[src/rtl/uart_frame_parser_pkg.sv]
// Shared types and constants for the UART frame parser: FSM states, error
// codes, sync header bytes and the length-acceptance helper.
`timescale 1ns/1ps
package uart_frame_parser_pkg;

   localparam int unsigned BYTE_W = 8;

   localparam logic [BYTE_W-1:0] SYNC0 = 8'h55;
   localparam logic [BYTE_W-1:0] SYNC1 = 8'hAA;

   typedef enum logic [2:0] {
      ST_IDLE    = 3'd0,
      ST_HDR2    = 3'd1,
      ST_LEN     = 3'd2,
      ST_PAYLOAD = 3'd3,
      ST_CHK     = 3'd4,
      ST_OUT     = 3'd5
   } state_e;

   typedef enum logic [1:0] {
      ERR_OVERRUN = 2'b00,
      ERR_BAD_LEN = 2'b01,
      ERR_BAD_CHK = 2'b10,
      ERR_TIMEOUT = 2'b11
   } err_e;

   // A length byte is usable when non-zero and within the buffer depth.
   function automatic logic len_ok(input logic [BYTE_W-1:0] len, input int unsigned max_len);
      return (len != 8'd0) && (32'(len) <= max_len);
   endfunction

endpackage

[src/rtl/uart_frame_parser_if.sv]
// Byte-in / payload-out bundle of the frame parser, with frame status pulses.
`timescale 1ns/1ps
interface uart_frame_parser_if;
   import uart_frame_parser_pkg::*;

   logic [BYTE_W-1:0] rx_data;
   logic              rx_valid;
   logic [BYTE_W-1:0] pl_data;
   logic              pl_valid;
   logic              pl_ready;
   logic              pl_last;
   logic              frame_ok;
   logic              frame_err;
   logic [1:0]        err_code;

   modport master (
      output rx_data, rx_valid, pl_ready,
      input  pl_data, pl_valid, pl_last, frame_ok, frame_err, err_code
   );

   modport slave (
      input  rx_data, rx_valid, pl_ready,
      output pl_data, pl_valid, pl_last, frame_ok, frame_err, err_code
   );
endinterface

[src/rtl/uart_frame_buf.sv]
// Payload store: one synchronous write port, one asynchronous read port.
`timescale 1ns/1ps
module uart_frame_buf #(
   parameter int unsigned DEPTH = 16,
   parameter int unsigned AW    = 4
) (
   input  logic          clk,
   input  logic          we,
   input  logic [AW-1:0] waddr,
   input  logic [7:0]    wdata,
   input  logic [AW-1:0] raddr,
   output logic [7:0]    rdata
);

   logic [7:0] mem [DEPTH];

   always_ff @(posedge clk) begin
      if (we) mem[waddr] <= wdata;
   end

   assign rdata = mem[raddr];

endmodule

[src/rtl/uart_frame_parser.sv]
// Parses 55 AA LEN payload CHK frames from a UART byte stream, buffers the
// payload and streams it out once the checksum has been verified.
`timescale 1ns/1ps
module uart_frame_parser
   import uart_frame_parser_pkg::*;
#(
   parameter int unsigned CLK_FRE     = 50_000_000,
   parameter int unsigned BAUD        = 9600,
   parameter int unsigned MAX_LEN     = 16,
   parameter int unsigned TIMEOUT_CYC = CLK_FRE / BAUD * 20
) (
   input  logic         clk,
   input  logic         rst,
   uart_frame_parser_if.slave bus
);

   localparam int unsigned AW = (MAX_LEN > 1) ? $clog2(MAX_LEN) : 1;
   localparam int unsigned TW = $clog2(TIMEOUT_CYC + 1);

   state_e              state, state_nxt;
   logic [BYTE_W-1:0]   len, sum, wr_idx, rd_idx;
   logic [TW-1:0]       to_cnt;
   logic                frame_ok, frame_err;
   err_e                err_code;
   logic [BYTE_W-1:0]   rd_data;

   logic                active_c, timeout_c, len_bad_c, wr_last_c, rd_last_c;
   logic                ok_set_c, err_set_c, buf_we_c, len_take_c;
   err_e                err_nxt_c;
   logic                pl_valid_c, pl_last_c;
   logic [BYTE_W-1:0]   pl_data_c;

   // Frame-level conditions shared by next-state and output logic.
   assign active_c  = (state == ST_HDR2) || (state == ST_LEN) ||
                      (state == ST_PAYLOAD) || (state == ST_CHK);
   assign timeout_c = active_c && (to_cnt == TW'(TIMEOUT_CYC - 1));
   assign len_bad_c = !len_ok(bus.rx_data, MAX_LEN);
   assign wr_last_c = (wr_idx == len - 8'd1);
   assign rd_last_c = (rd_idx == len - 8'd1);

   uart_frame_buf #(
      .DEPTH (MAX_LEN),
      .AW    (AW)
   ) u_buf (
      .clk   (clk),
      .we    (buf_we_c),
      .waddr (AW'(wr_idx)),
      .wdata (bus.rx_data),
      .raddr (AW'(rd_idx)),
      .rdata (rd_data)
   );

   always_ff @(posedge clk or posedge rst) begin
      if (rst) state <= ST_IDLE;
      else     state <= state_nxt;
   end

   // Timeout outranks any byte arriving in the same cycle.
   always_comb begin
      state_nxt = state;
      unique case (state)
         ST_IDLE: begin
            if (bus.rx_valid && bus.rx_data == SYNC0) state_nxt = ST_HDR2;
         end
         ST_HDR2: begin
            if (timeout_c)                              state_nxt = ST_IDLE;
            else if (bus.rx_valid && bus.rx_data == SYNC1) state_nxt = ST_LEN;
            else if (bus.rx_valid && bus.rx_data != SYNC0) state_nxt = ST_IDLE;
         end
         ST_LEN: begin
            if (timeout_c)          state_nxt = ST_IDLE;
            else if (bus.rx_valid)  state_nxt = len_bad_c ? ST_IDLE : ST_PAYLOAD;
         end
         ST_PAYLOAD: begin
            if (timeout_c)                      state_nxt = ST_IDLE;
            else if (bus.rx_valid && wr_last_c) state_nxt = ST_CHK;
         end
         ST_CHK: begin
            if (timeout_c)          state_nxt = ST_IDLE;
            else if (bus.rx_valid)  state_nxt = (bus.rx_data == sum) ? ST_OUT : ST_IDLE;
         end
         ST_OUT: begin
            if (bus.pl_ready && rd_last_c) state_nxt = ST_IDLE;
         end
         default: state_nxt = ST_IDLE;
      endcase
   end

   always_comb begin
      ok_set_c   = 1'b0;
      err_set_c  = 1'b0;
      err_nxt_c  = err_code;
      buf_we_c   = 1'b0;
      len_take_c = 1'b0;
      pl_valid_c = 1'b0;
      pl_last_c  = 1'b0;
      pl_data_c  = 8'h00;
      if (timeout_c) begin
         err_set_c = 1'b1;
         err_nxt_c = ERR_TIMEOUT;
      end else begin
         unique case (state)
            ST_LEN: begin
               if (bus.rx_valid && len_bad_c) begin
                  err_set_c = 1'b1;
                  err_nxt_c = ERR_BAD_LEN;
               end else if (bus.rx_valid) begin
                  len_take_c = 1'b1;
               end
            end
            ST_PAYLOAD: buf_we_c = bus.rx_valid;
            ST_CHK: begin
               if (bus.rx_valid && bus.rx_data == sum) begin
                  ok_set_c = 1'b1;
               end else if (bus.rx_valid) begin
                  err_set_c = 1'b1;
                  err_nxt_c = ERR_BAD_CHK;
               end
            end
            ST_OUT: begin
               pl_valid_c = 1'b1;
               pl_last_c  = rd_last_c;
               pl_data_c  = rd_data;
               if (bus.rx_valid) begin
                  err_set_c = 1'b1;
                  err_nxt_c = ERR_OVERRUN;
               end
            end
            default: ;
         endcase
      end
   end

   // Status pulses, frame length, running checksum and buffer indices.
   always_ff @(posedge clk or posedge rst) begin
      if (rst) begin
         frame_ok  <= 1'b0;
         frame_err <= 1'b0;
         err_code  <= ERR_OVERRUN;
         len       <= 8'h00;
         sum       <= 8'h00;
         wr_idx    <= 8'h00;
         rd_idx    <= 8'h00;
         to_cnt    <= '0;
      end else begin
         frame_ok  <= ok_set_c;
         frame_err <= err_set_c;
         err_code  <= err_nxt_c;
         if (!active_c || timeout_c || bus.rx_valid) to_cnt <= '0;
         else                                        to_cnt <= to_cnt + TW'(1);
         if (len_take_c) begin
            len    <= bus.rx_data;
            sum    <= bus.rx_data;
            wr_idx <= 8'h00;
         end
         if (buf_we_c) begin
            sum    <= sum + bus.rx_data;
            wr_idx <= wr_idx + 8'd1;
         end
         if (pl_valid_c && bus.pl_ready) rd_idx <= rd_last_c ? 8'h00 : rd_idx + 8'd1;
      end
   end

   assign bus.pl_valid  = pl_valid_c;
   assign bus.pl_last   = pl_last_c;
   assign bus.pl_data   = pl_data_c;
   assign bus.frame_ok  = frame_ok;
   assign bus.frame_err = frame_err;
   assign bus.err_code  = err_code;

endmodule
[src/flat_wrapper.sv]
// flat-port wrapper written by rule: the top's interface ports become plain ports
module uart_frame_parser_flat import uart_frame_parser_pkg::*;
#(
   parameter int unsigned CLK_FRE     = 50_000_000,
   parameter int unsigned BAUD        = 9600,
   parameter int unsigned MAX_LEN     = 16,
   parameter int unsigned TIMEOUT_CYC = CLK_FRE / BAUD * 20
)
  (clk, rst, bus_rx_data, bus_rx_valid, bus_pl_ready, bus_pl_data, bus_pl_valid, bus_pl_last, bus_frame_ok, bus_frame_err, bus_err_code);
  uart_frame_parser_if bus_i ();
  input  logic clk;
  input  logic rst;
  input wire logic [$bits(bus_i.rx_data)-1:0] bus_rx_data;
  input wire logic [$bits(bus_i.rx_valid)-1:0] bus_rx_valid;
  input wire logic [$bits(bus_i.pl_ready)-1:0] bus_pl_ready;
  output wire logic [$bits(bus_i.pl_data)-1:0] bus_pl_data;
  output wire logic [$bits(bus_i.pl_valid)-1:0] bus_pl_valid;
  output wire logic [$bits(bus_i.pl_last)-1:0] bus_pl_last;
  output wire logic [$bits(bus_i.frame_ok)-1:0] bus_frame_ok;
  output wire logic [$bits(bus_i.frame_err)-1:0] bus_frame_err;
  output wire logic [$bits(bus_i.err_code)-1:0] bus_err_code;
  assign bus_i.rx_data = bus_rx_data;
  assign bus_i.rx_valid = bus_rx_valid;
  assign bus_i.pl_ready = bus_pl_ready;
  assign bus_pl_data = bus_i.pl_data;
  assign bus_pl_valid = bus_i.pl_valid;
  assign bus_pl_last = bus_i.pl_last;
  assign bus_frame_ok = bus_i.frame_ok;
  assign bus_frame_err = bus_i.frame_err;
  assign bus_err_code = bus_i.err_code;
  uart_frame_parser #(.CLK_FRE(CLK_FRE), .BAUD(BAUD), .MAX_LEN(MAX_LEN), .TIMEOUT_CYC(TIMEOUT_CYC)) u_core (.clk(clk), .rst(rst), .bus(bus_i));
endmodule
[config.mk]
export PLATFORM = sky130hd
export DESIGN_NAME = uart_frame_parser_flat
export DESIGN_NICKNAME = d
export VERILOG_FILES = /design/src/rtl/uart_frame_parser_pkg.sv /design/src/rtl/uart_frame_parser_if.sv /design/src/rtl/uart_frame_buf.sv /design/src/rtl/uart_frame_parser.sv /design/src/flat_wrapper.sv
export SDC_FILE = /design/constraint.sdc
export NUM_CORES = 1
export LEC_CHECK = 0
export CAP_MARGIN = 20
export CORE_ASPECT_RATIO = 1.1
export CORE_UTILIZATION = 35
export CTS_CLUSTER_DIAMETER = 30
export DETAILED_ROUTE_END_ITERATION = 10
export PLACE_DENSITY = 0.5
export SYNTH_ARGS = -nofsm -noshare
export SYNTH_HDL_FRONTEND = slang
export SYNTH_HIERARCHICAL = 1
export SYNTH_SLANG_ARGS = --single-unit
[constraint.sdc]
create_clock -name clk -period 4.36 [get_ports clk]
set_input_delay 0.436 -clock clk [delete_from_list [all_inputs] [get_ports clk]]
set_output_delay 0.436 -clock clk [all_outputs]
set_load 0.02 [all_outputs]
==> flow_summary.toml <==
[timing]
remaining_max_slew_budget_at_the_tightest_pin_pct = 44.0
final.period_utilization_pct = 87.9
fin_worst_skew_ns = 0.0136
number_of_pins_exceeding_their_max_slew_limit_in_the_final_report = 0
minimum_period_implied_by_the_final_worst_setup_slack_ns = 3.83
hold_viol_final = 0
rsz0062_at_grt = "no"
hold_ws_ns = 0.276
fmaxAchievable_mhz = 261
worstMarginPinSlew_ns = 0.838
final.setup.tns_ns = 0
setup_viol = 0

[clock_tree]
worst_setup_hold_path_clk_slew_ns = 0.07
post_cts_buffers = 0
clk_path_buf_depth = 2
clkSinkCount = 184
root_buffer = "sky130_fd_sc_hd__clkbuf_16"
cts-buffers-inserted = 17
cts_tree = "yes"
clk_latency_ns = 0.43
cts_repair_resize_count = 0
cts.hold.buffers_added = 0
cts_max_level = 4

[synth]
number_of_enable_type_register_cells_in_the_synthesized_netlist = 128
synthesis.instances = 650
seq_area_frac_synth_pct = 59.9
synth-warning-count = 6
post_synthesis_cell_area_sq_um = 8760
synth_top_area_share_pct = 43.9
ys_top_cells_by_area = "sky130_fd_sc_hd__edfxtp_1 44%, sky130_fd_sc_hd__dfrtp_1 16%, sky130_fd_sc_hd__mux4_2 4.6%, sky130_fd_sc_hd__mux4_1 4.2%, sky130_fd_sc_hd__nor2_1 2.5%"
syn_nets = 674
synth_area_per_cell_sq_um = 13.5
synthFlopType = "sky130_fd_sc_hd__edfxtp_1"
netlist-cell-type-count = 73
async_flop_share_pct = 30.4
flops_latches_synth = 184
synth_top_area_cell = "sky130_fd_sc_hd__edfxtp_1"

[hold_path]
min-delay-path-class = "input pin to asynchronous set/reset pin"

[worst_setup_path]
setup.reg_to_reg.worst_slack_ns = 0.91
timing.critical_path.arrival_ns = 3.40
timing.critical_path.to_type = "output pin"
critPathKind = "flop to output pin"
worstPathMaxFanout = 10
timing.critical_path.required_ns = 3.92
critical_path.startpoint_type = "flop"

[detailed_routing]
vias_per_cell = 5.45
vias_post_dr = 5489
average_wire_length_per_cell_after_detail_routing_um = 20.2
first_iter_violations = 344
drc_errors = 4
antenna_violating_nets_post_route = 0
dr.pass1.iters = 9
drt_total_wl_mm = 20.4

[final_layout]
syn2layout_area_growth_pct = 13.8
layout.cells.most_common_list = "128 x sky130_fd_sc_hd__edfxtp_1, 58 x sky130_fd_sc_hd__nor2_1, 55 x sky130_fd_sc_hd__dfrtp_1, 47 x sky130_fd_sc_hd__nand2_1, 34 x sky130_fd_sc_hd__o21ai_0"
mostFrequentLayoutCell = "sky130_fd_sc_hd__edfxtp_1"
final_layout_size_suffix_gt1_share_pct = 14.1
final_cell_count_no_fill = 1008
nets = 710

[place]
place_inst = 977
port_buffer_cells = 25
post-dp-hpwl_mm = 13.7
place_congestion = 0.797

[grt]
wire_length_of_the_first_global_routing_pass_mm = 32.2
grt_usage_pct = 16.6
grt_antenna_before_repair = 1
groute.layer.met3.usage_pct = 3.68
groute.layer.met2.usage_pct = 27.5
grt_overflow_total = 0
top_usage_layer = "met2"
grt_max_degree = 43
grt_pass1_vias = 5570
grt_util_met1_pct = 21.9

[run_status]
status = "complete, but fails checks"
violated_checks = "design-rule violations"

[die]
design.die.area_sq_um = 25700
floorplan.io_pins = 26
floorplan.die.height_um = 168
row_count = 60
coreArea_sq_um = 24500
floorplan.initialDensity_pct = 35.7
die_x_um = 153

[pwr]
leakage_uw = 0.00356
power.ir.vdd_worst_v = 0.000250
power.density_nw_per_um2 = 422

[job]
drv_cap = 0
## critical path: stages (launching register included)
cell	delay, ns
sky130_fd_sc_hd__dfrtp_1	0.46
sky130_fd_sc_hd__inv_1	0.09
sky130_fd_sc_hd__ha_1	0.32
sky130_fd_sc_hd__or3_1	0.36
sky130_fd_sc_hd__o32ai_1	0.15
sky130_fd_sc_hd__a211oi_1	0.09
sky130_fd_sc_hd__a311o_1	0.48
sky130_fd_sc_hd__nor2_1	0.26
sky130_fd_sc_hd__and2_1	0.16
sky130_fd_sc_hd__clkdlybuf4s50_1	0.60
## Yosys cell counts, types with 10 or more instances
cell and number:
sky130_fd_sc_hd__o21ai_0 34, sky130_fd_sc_hd__xor2_1 21, sky130_fd_sc_hd__mux4_1 14, sky130_fd_sc_hd__and2_1 14, sky130_fd_sc_hd__xnor2_1 11, sky130_fd_sc_hd__clkbuf_1 15
sky130_fd_sc_hd__nor2_1 58, sky130_fd_sc_hd__inv_1 15, sky130_fd_sc_hd__edfxtp_1 128, sky130_fd_sc_hd__mux4_2 18, sky130_fd_sc_hd__nor3_1 20, sky130_fd_sc_hd__nand2_1 47
sky130_fd_sc_hd__a22oi_1 18, sky130_fd_sc_hd__ha_1 11, sky130_fd_sc_hd__nand3_1 15, sky130_fd_sc_hd__dfrtp_1 56, sky130_fd_sc_hd__nand4_1 10
## per-stage QoR
| stage | worst slack, ns | util (%) | area [sq um] | total power [uW] |
|---|---|---|---|---|
| 6_report | 0.528 | 40.6 | 9970 | 4210 |
| 5_1_grt | 0.333 | 40.6 | 9960 | 4390 |
| 4_1_cts | 0.501 | 40.6 | 9960 | 4260 |
| 3_5_place_dp | 0.588 | 38.4 | 9420 | 2790 |
| 3_3_place_gp | 0.605 | 38.4 | 9420 | 2780 |
| 2_1_floorplan | 1.18 | - | 8760 | 2580 |
## sequential cells by signal (all words and copies together), names as in the netlist
register / flops
u_core/bus.err_code: 2
u_core/bus.frame_err: 1
u_core/bus.frame_ok: 1
u_core/len: 8
u_core/rd_idx: 8
u_core/state: 3
u_core/sum: 8
u_core/to_cnt: 17
u_core/u_buf/mem: 128
u_core/wr_idx: 8
## per-layer routing
| metal | share of wire (%) | wire [um] |
|---|---|---|
| met4 | 1.3 | 257 |
| met2 | 49 | 9900 |
| met3 | 4.3 | 885 |
| met1 | 46 | 9340 |
| met5 | 0 | 0 |
## worst paths after layout
kind / startpoint / endpoint / cells after the start
setup / recovery: u_core/len[0] / bus_pl_last / 9
hold / removal: rst / u_core/rd_idx[5] / 2
setup reg to reg: u_core/to_cnt[0] / u_core/u_buf/mem[2][4] / 8
hold reg to reg: u_core/to_cnt[0] / u_core/to_cnt[0] / 1
max in group asynchronous: rst / u_core/wr_idx[5] / 3
min in group clk: u_core/to_cnt[0] / u_core/to_cnt[0] / 1
## cell families (layout without fill, tap and decap cells)
logic type      after synthesis  count (layout)  synth area share (%)
simple gates                230             230                  13.9
flops                       184             184                  59.9
compound gates              101             101                  7.86
buf+inv                      49              96                  2.74
mux                          38              38                  9.59
xor+xnor                     36              36                  4.23
fa+ha+maj                    12              12                  1.80
other cells                   0               1                     0
## where the power goes
part	switching, uW	internal [uW]	leakage (uW)
clock network	671	791	0.000261
registers	103	1910	0.00188
logic	364	365	0.00142
total	1140	3070	0.00356
## area by class of cell
type,instances,area [sq um]
clock buffers,18,429
diodes,1,2.50
repair buffers,50,438
clock inverters,12,119
fillers,2258,14600
well taps,310,388
inverters,16,60.1
multi-input cells,417,3280
flip-flops and latches,184,5250
Power figures use the tool's default switching activity.
==> variant: new RTL, same flow settings <==
Encoding of `state_e`: now one-hot (6 bits for 6 states).
--- a/src/rtl/uart_frame_parser_pkg.sv
+++ b/src/rtl/uart_frame_parser_pkg.sv
@@ -8,13 +8,13 @@
    localparam logic [BYTE_W-1:0] SYNC0 = 8'h55;
    localparam logic [BYTE_W-1:0] SYNC1 = 8'hAA;
 
-   typedef enum logic [2:0] {
-      ST_IDLE    = 3'd0,
-      ST_HDR2    = 3'd1,
-      ST_LEN     = 3'd2,
-      ST_PAYLOAD = 3'd3,
-      ST_CHK     = 3'd4,
-      ST_OUT     = 3'd5
+   typedef enum logic [5:0] {
+      ST_IDLE    = 6'b000001,
+      ST_HDR2    = 6'b000010,
+      ST_LEN     = 6'b000100,
+      ST_PAYLOAD = 6'b001000,
+      ST_CHK     = 6'b010000,
+      ST_OUT     = 6'b100000
    } state_e;
 
    typedef enum logic [1:0] {
Function: same outputs for any inputs over 4 cycles, from zero or initial values and one cycle with rst high; so few cycles prove little.
==> variant against the original RTL <==
- wire length shrank 2.2%
- count of clock-buffer cells in the layout shrank 1
- synthesized area increased by 0.37%
- utilization up 0.15 points
- cell area rose by 0.36%
- sequential cell count increased by 3
- worst setup slack improved by 0.13 ns
- clock skew about the same
- register-to-register slack got worse by 0.09 ns
Power is not compared: it rests on default switching activity, and its combinational part moved more than twofold at a synthesized area within 25%.
==> variant: results (changes against the original RTL) <==
* Post-synthesis cell type count at 79 (+8.2%)
* Reg area at 5320 µm² (+1.5%)
* Vias in the first global route at 5490 (-1.4%)
* Detail Placement HPWL at 13.0 mm (-5.3%)
* Layout cells sized above 1 at 0.129 (-0.0114)
* Status: complete, no violations
* Worst r2r path cells at 7 (-1)
* Fin worst setup slack at 0.658 ns (+0.130 ns)
* Post-Place Cell Area at 9400 µm² (-0.17%)
* Worst-case clock skew at 0.0135 ns (-0.000138 ns)
* Non-CTS buffers at 41 (-18%)
* Syn Nets at 663 (-1.6%)
* Register area share after synthesis at 0.605 (+0.00647)
* Reg-to-reg endpoint: u_core/u_buf/mem[1][3]$_DFFE_PP_
* Hold WS at 0.497 ns (+0.221 ns)
* Crit Path Max Fanout at 9 (-1)
* Syn Area/Cell at 13.8 µm² (+2.1%)
* Post-Synth XOR/XNOR Area at 0.0451 (+0.00283)
* Mux contribution to synthesized area at 0.0892 (-0.00662)
* Antenna violations before repair at 0 (-1)
* Clock Buffer Count at 17 (-1)
* Clk tree area frac at 0.0603 (+0.00530)
* Reg-to-reg slack, setup at 0.82 ns (-0.09 ns)
* Diode count at 0 (-1)
* Worst r2r src: u_core/state[0]$_DFFE_PP1P_
* Non-clock buffers, area share at 0.0383 (-0.00566)
* Inverters at 18 (+2)
* Sequential cell count at 187 (+1.6%)
* Area of the multi-input gates at 3240 µm² (-1.4%)
* Nets at 700 (-1.4%)
* Multi-In Gates at 411 (-1.4%)
-- variant: changes by cell type in the layout (fill, tap and decap cells not counted), sizes merged, moves of 5 or more --
cell	unedited run	this run
a21o	2	7
a21oi	9	20
buf	25	16
inv	20	25
nand3	15	32
nand4	10	4
nor3	20	14
o21ai	34	14
xnor2	11	26
xor2	21	14
-- variant: worst register-to-register path: cells and delay by family, from the launching register on --
| kind | cells | cell delay, ns |
|---|---|---|
| buf+inv | 1 | 0.33 |
| simple gates | 5 | 1.78 |
| flops | 1 | 0.59 |
| compound gates | 1 | 0.46 |
-- variant: per-layer routing --
metal	vias up	wire, µm	track usage
met1	2789	9060	0.211
met2	124	10100	0.278
li1	2504	-	-
met5	-	0	0
met4	0	165	0.0452
met3	13	635	0.0293
-- variant: report_power, final --
part	internal, mW	switching, mW	leakage (nW)	total, mW
clock network	0.824	0.746	0.295	1.57
registers	1.93	0.0305	1.94	1.96
logic	0.105	0.159	1.38	0.264
